[config.mk]
export PLATFORM = sky130hd
export DESIGN_NAME = serial_adder
export DESIGN_NICKNAME = d
export VERILOG_FILES = /design/src/rtl/adder_pkg.sv /design/src/rtl/full_adder.sv /design/src/rtl/serial_adder.sv
export SDC_FILE = /design/constraint.sdc
export NUM_CORES = 1
export LEC_CHECK = 0
export ABC_AREA = 1
export CELL_PAD_IN_SITES_DETAIL_PLACEMENT = 2
export CELL_PAD_IN_SITES_GLOBAL_PLACEMENT = 2
export CORE_UTILIZATION = 28
export CTS_CLUSTER_DIAMETER = 120
export DETAILED_ROUTE_END_ITERATION = 10
export PLACE_DENSITY_LB_ADDON = 0.3
export SYNTH_ARGS = -nofsm -noshare
export SYNTH_HDL_FRONTEND = slang
export SYNTH_SLANG_ARGS = --single-unit
export TNS_END_PERCENT = 30
[constraint.sdc]
create_clock -name clk -period 1.32 [get_ports clk]
set_input_delay 0.33 -clock clk [delete_from_list [all_inputs] [get_ports clk]]
set_output_delay 0.33 -clock clk [all_outputs]
set_load 0.01 [all_outputs]
[src/rtl/adder_pkg.sv]
// Shared constants for the bit-serial adder: FSM state encoding, operation
// select values and the bit-counter sizing helper.
package adder_pkg;

    localparam logic [1:0] ST_IDLE = 2'd0;
    localparam logic [1:0] ST_RUN  = 2'd1;
    localparam logic [1:0] ST_DONE = 2'd2;

    localparam logic OP_ADD = 1'b0;
    localparam logic OP_SUB = 1'b1;

    // Bit counter must hold 0..WIDTH-1, but never collapse below one bit.
    function automatic int cnt_width(input int w);
        return (w > 1) ? $clog2(w) : 1;
    endfunction

endpackage

[src/rtl/full_adder.sv]
// Single-bit full-adder cell used as the serial adder's bit slice.
module full_adder (
    input  logic A,
    input  logic B,
    input  logic Cin,
    output logic S,
    output logic Cout
);

    assign S    = A ^ B ^ Cin;
    assign Cout = (A & B) | (Cin & (A ^ B));

endmodule

[src/rtl/serial_adder.sv]
// Bit-serial adder/subtractor: one full-adder slice, LSB first, one bit per
// clock, with a start/busy/done handshake and held result registers.
module serial_adder
    import adder_pkg::*;
#(
    parameter int WIDTH = 8
) (
    input  logic             clk,
    input  logic             reset,
    input  logic             start,
    input  logic             sub,
    input  logic [WIDTH-1:0] a,
    input  logic [WIDTH-1:0] b,
    output logic             busy,
    output logic             done,
    output logic [WIDTH-1:0] sum,
    output logic             cout,
    output logic             ovf
);

    localparam int             CW       = cnt_width(WIDTH);
    localparam logic [CW-1:0]  CNT_LAST = CW'(WIDTH - 1);

    logic [1:0]       state_q, state_d;
    logic [WIDTH-1:0] ra_q, ra_d;
    logic [WIDTH-1:0] rb_q, rb_d;
    logic [WIDTH-1:0] sh_q, sh_d;
    logic             carry_q, carry_d;
    logic [CW-1:0]    cnt_q, cnt_d;
    logic [WIDTH-1:0] sum_q, sum_d;
    logic             cout_q, cout_d;
    logic             ovf_q, ovf_d;

    logic             fa_s;
    logic             fa_c;
    logic [WIDTH-1:0] sh_shift;

    full_adder u_slice (
        .A    (ra_q[0]),
        .B    (rb_q[0]),
        .Cin  (carry_q),
        .S    (fa_s),
        .Cout (fa_c)
    );

    // New sum bit enters at the MSB so that after WIDTH shifts bit 0 is at the LSB.
    generate
        if (WIDTH == 1) begin : g_sh_w1
            assign sh_shift = fa_s;
        end else begin : g_sh_wn
            assign sh_shift = {fa_s, sh_q[WIDTH-1:1]};
        end
    endgenerate

    always_comb begin
        state_d = state_q;
        ra_d    = ra_q;
        rb_d    = rb_q;
        sh_d    = sh_q;
        carry_d = carry_q;
        cnt_d   = cnt_q;
        sum_d   = sum_q;
        cout_d  = cout_q;
        ovf_d   = ovf_q;

        case (state_q)
            ST_IDLE, ST_DONE: begin
                if (start) begin
                    ra_d    = a;
                    rb_d    = (sub == OP_ADD) ? b : ~b;
                    carry_d = sub;
                    cnt_d   = '0;
                    state_d = ST_RUN;
                end else begin
                    state_d = ST_IDLE;
                end
            end
            ST_RUN: begin
                ra_d    = ra_q >> 1;
                rb_d    = rb_q >> 1;
                sh_d    = sh_shift;
                carry_d = fa_c;
                cnt_d   = cnt_q + 1'b1;
                if (cnt_q == CNT_LAST) begin
                    // carry_q here is the carry into the MSB slice
                    sum_d   = sh_shift;
                    cout_d  = fa_c;
                    ovf_d   = carry_q ^ fa_c;
                    state_d = ST_DONE;
                end
            end
            default: state_d = ST_IDLE;
        endcase
    end

    always_ff @(posedge clk) begin
        if (reset) begin
            state_q <= ST_IDLE;
            ra_q    <= '0;
            rb_q    <= '0;
            sh_q    <= '0;
            carry_q <= 1'b0;
            cnt_q   <= '0;
            sum_q   <= '0;
            cout_q  <= 1'b0;
            ovf_q   <= 1'b0;
        end else begin
            state_q <= state_d;
            ra_q    <= ra_d;
            rb_q    <= rb_d;
            sh_q    <= sh_d;
            carry_q <= carry_d;
            cnt_q   <= cnt_d;
            sum_q   <= sum_d;
            cout_q  <= cout_d;
            ovf_q   <= ovf_d;
        end
    end

    assign busy = (state_q == ST_RUN);
    assign done = (state_q == ST_DONE);
    assign sum  = sum_q;
    assign cout = cout_q;
    assign ovf  = ovf_q;

endmodule

# After elaboration in Yosys (flattened, before gate mapping)
# Cells that the tools add are included.
[totals]
out_inout_bits = 12
word_cells = 39
inputBits = 20
regBits = 40
[classes]
muxes = 12
n_eq_ne = 5
n_addsub = 1
reduce_logical = 5
bitwise = 7
[ops]
columns = ["op", "count"]
rows = [
  ["8-bit case mux with 2 select lines", 2],
  ["8-bit 2-to-1 mux", 3],
  ["8-bit NOT", 1],
  ["3-bit case mux with 2 select lines", 1],
  ["2-bit case mux with 2 select lines", 1],
  ["2-bit AND reduction", 2],
  ["3-bit by 1-bit adder with 3-bit output (second input constant)", 1],
  ["3-bit equality test (second input constant)", 1],
  ["3-bit 2-to-1 mux", 1],
  ["1-bit XOR", 3],
  ["1-bit bitwise AND", 2],
  ["2-bit by 1-bit equality test with 1-bit output (second input constant)", 1],
  ["2-bit equality test (second input constant)", 1],
  ["2-bit logical NOT", 1],
  ["1-bit 2-to-1 mux", 2],
  ["2-bit 2-to-1 mux", 1],
  ["2-bit by 1-bit != test with 1-bit output (second input constant)", 1],
  ["2-bit != test (second input constant)", 1],
  ["1-bit case mux with 2 select lines", 1],
  ["2-bit nonzero test", 1],
  ["2-bit OR reduction", 1],
  ["1-bit bitwise OR", 1],
]

# Depth between registers and ports, before layout
[depth]
word_depth = 4
depth_mapped = 8
ltp_nobuf = 8

# Cells and area by module
# From an unflattened synthesis, not the netlist that was laid out.
[unflattened]
cells_unflattened = 252
hier_area_um2 = 1737.9
[modules_own_cells]
columns = ["mod", "cells_per_inst", "area_each_um2", "n_inst", "seq_area_each_um2"]
rows = [
  ["serial_adder", 251, 1717.9, 1, 780.7],
  ["full_adder", 1, 20.0, 1, 0.0],
]

# Worst setup path before layout
# OpenSTA, ideal clock, no wires.
[synth_path]
path_type = "register -> register"
start = "register carry_q"
end = "register ovf_q, in the netlist ovf"
setup_time_ns = 0.116
t_arrival_ns = 1.091
setup_slack_ns = 0.113
stages_incl_launch_ff = 5
period_less_slack_ns = 1.207
required_time_ns = 1.204
n_path_buf = 0
path_cell_list = "dfxtp_1 > fa_1 > xor2_1 > nor2_1 > nor2_1"
[synth_via]
elab_chain_cells = 3
[synth_lines]
columns = ["item", "line", "source"]
rows = [
  ["from (decl)", "serial_adder.sv:28", "logic carry_q, carry_d;"],
  ["from (signal assigned)", "serial_adder.sv:112", "carry_q <= carry_d;"],
  ["1-bit bitwise AND", "full_adder.sv:11", "assign Cout = (A & B) | (Cin & (A ^ B));"],
  ["1-bit bitwise OR", "full_adder.sv:11", ""],
  ["named net fa_c", "serial_adder.sv:35", "logic fa_c;"],
  ["1-bit XOR", "serial_adder.sv:88", "ovf_d = carry_q ^ fa_c;"],
  ["to (signal assigned)", "serial_adder.sv:116", "ovf_q <= ovf_d;"],
  ["to (decl)", "serial_adder.sv:32", "logic ovf_q, ovf_d;"],
]
# The timed path passes the listed nets, and every way through them passes these cells.
# A chain may end at the register's enable or synchronous reset.

# Worst setup path in the final report
[layout_path]
start = "register state_q[1]"
end = "output done"
[layout_via]
elab_chain_cells = 1
[layout_lines]
columns = ["item", "line", "source"]
rows = [
  ["from (decl)", "serial_adder.sv:24", "logic [1:0] state_q, state_d;"],
  ["from (signal assigned)", "serial_adder.sv:108", "state_q <= state_d;"],
  ["2-bit equality test", "serial_adder.sv:121", "assign done = (state_q == ST_DONE);"],
  ["to (decl)", "serial_adder.sv:15", "output logic done,"],
]
# Every way passes these cells.

==> results.md <==
- Final instance area: 2470 um^2
- Total GRT Usage: 0.171
- Initial antenna violation count: 0
- Fill cells: 705
- Fraction of registers with async set/reset: 0
- Number of diodes: 0
- Largest cells by area after synthesis: dfxtp_1 (44%), nand2_1 (16%), inv_1 (6.4%), nand3_1 (6.0%), nor2_1 (4.9%)
- Worst hold path stage count: 2
- RSZ-0062 raised after global routing: yes
- Netlist cell types: 21
- Worst reg2reg endpoint: sum[4]
- Die X-Extent: 81.4 um
- Root buffer cell: clkbuf_8
- Dpl ws: -0.258 ns
- GR Overflow Total: 0
- Clock sink count: 39
- Worst path bufs/invs: 2
- Final hold vios: 0
- I/O pin count: 32
- MaxCap Viol Count: 0
- Initial Utilization: 0.295
- Peak supply drop: 518 uV
- Slew headroom: 0.853
- R2r startpoint: cnt_q[0]
- FF-to-FF path depth: 7
- Total chip power: 2.74 mW
- Critical Path Slowest Stage Cell: dfxtp_4
- Hold Path Origin: ra_q[7]
- Crit start category: flip-flop
- Placed cells: 364
- Drt initial violations: 42
- Die area: 6630 um^2
- Most frequent cell after synthesis: nand2_1
- Synth cell count leaders: nand2_1 (77), dfxtp_1 (39), inv_1 (30), nor2_1 (23), nand3_1 (21)
- Final clock skew: 0.0115 ns
- Largest area contributor in the netlist: dfxtp_1
- R2R Setup Slk: 0.08 ns
- EDFF count, synth: 0
- Row cnt: 28
- CP endpoint kind: output port
- Largest net degree at the start of global routing: 27
- Hold EP: ra_q[7]
- CP Max Fanout: 2
- Synth Area per Inst: 7.12 um^2
- Leakage: 1.22 nW
- Cts bufs inserted: 5
- Final ANT Viol Nets: 0
- Worst-Margin Slew: 0.220 ns
- Routed wire length: 5.16 mm
- Core area: 5990 um^2
- Clk_lat worst skew: 0.30 ns
- Critical Path Max Stage Delay: 0.39 ns
- Kind of critical path: reg -> out
- Fraction of layout cells with a size suffix above 1: 0.193
- CTS H-tree depth: 2
- Max Fclk: 767 MHz
- Cell family with most CP delay: flip-flops
- Final Cycle Share: 0.988
- Synth top area share: 0.442
- Wire length of the first global-routing pass: 8.52 mm
- Synth Instances: 248
- Sequential fraction of the synthesis area: 0.442
- Post-DP HPWL: 3.66 mm
- Final nets: 323
- Post-CTS Hold Fix Bufs: 0
- CTS tree: yes
- Synthesized area: 1770 um^2
- Vias: 1729
- Clk buf depth: 2
- Status: finished, final reports clean
- Predominant post-synthesis flop cell: dfxtp_1
- Synth warn: 0
- Critical Path RT: 0.99 ns
- Remaining DRCs: 0
- Via/cell ratio: 4.60
- PortBufs: 31
- Max-slew violations: 0
- GPL Wtd Cong: 0.692
- Hold WS: 0.469 ns
- Setup Total Neg Slack: 0 ns
- Number of global-route vias before repair: 1832
- Final setup fails: 0
- Clock transition at path regs: 0.09 ns
- DR pass1 iterations: 4
- Non-filler cells, final: 376
- Post-DP Area: 2270 um^2
- Layout area overhead: 40.0%
- Pwr Density: 1110 nW/um^2
- Synthesized net count: 271
- Die height: 81.4 um
- Hold Path Class: reg -> reg
- Ordered cell list for the critical path: inv_2 -> nor2_1 -> buf_2
- Final WS setup: 0.0163 ns
- Minimum clock period: 1.30 ns
- Final core occ: 0.413
- #FFs+latches synth: 39
- Arr. time, crit path: 0.97 ns
- WL/cell: 13.7 um
## metal layers
| layer | wire length [um] | vias up | GRT usage |
|---|---|---|---|
| met2 | 2620 | 21 | 0.306 |
| met4 | 42 | 0 | 0.0482 |
| li1 | - | 869 | - |
| met5 | 0 | - | 0 |
| met3 | 116 | 5 | 0.0337 |
| met1 | 2390 | 834 | 0.206 |
## flip-flops by register name (all words and copies together) (netlist names)
| signal | flops |
|---|---|
| state_q | 2 |
| rb_q | 8 |
| cout | 1 |
| ra_q | 8 |
| sh_q | 7 |
| ovf | 1 |
| carry_q | 1 |
| cnt_q | 3 |
| sum | 8 |
## power by group
part	leakage [nW]	switching [mW]	internal, mW
Combinational	0.841	0.234	0.216
Clock	0.0581	0.442	0.563
Sequential	0.321	0.0429	1.24
Total	1.22	0.719	2.02
## worst max-delay path by stage
stage / from / endpoint / depth (start not counted)
3_3_place_gp: start / carry_q / 8
5_1_grt: state_q[1] / done / 3
3_5_place_dp: start / ra_q[3] / 7
4_1_cts: state_q[1] / done / 3
6_report: state_q[1] / done / 3
2_1_floorplan: carry_q / ovf / 4
## final cells by class
class                      instances  area (um^2)  share of cell area
clock inverter                     3         43.8              0.0177
tap                               75         93.8              0.0380
multi-input combinational        166          820               0.331
timing repair buffer              55          527               0.213
sequential                        39          791               0.320
clock buffer                       5         68.8              0.0278
inverter                          33          129              0.0521
## worst min-delay path, cell delays in order, from the launching register on
cell and delay (ns):
dfxtp_1 0.31, nand2_1 0.06, a21oi_1 0.05
## what timing repair did
action,CTS,global route
endpoints found under the setup margin,34,17
buffers inserted,0,3
hold endpoints to repair,0,0
gates cloned,0,1
pin swaps,0,3
gates resized for setup,26,24
## cell usage in the layout (no fill, tap or decap), types with 3 or more instances in the layout
cell	synthesis	layout
o21ai_0	15	6
dfxtp_1	39	35
nand2_1	77	77
nand2_4	3	3
buf_6	3	3
inv_2	3	3
inv_1	30	28
a21oi_1	16	15
nor2_1	23	21
clkdlybuf4s50_1	0	18
clkbuf_8	0	5
dlygate4sd2_1	0	10
o21ai_1	0	7
buf_4	2	19
nand3_1	21	21
## logic make-up (layout without fill, tap and decap cells)
logic type	Yosys count	after routing	share of synthesized area
fa+ha+maj	3	3	0.0255
flops	39	39	0.442
xor+xnor	2	2	0.00992
simple gates	128	128	0.316
compound gates	33	33	0.0964
buf+inv	43	96	0.110
Note: power is estimated with default switching activity, not from simulation.
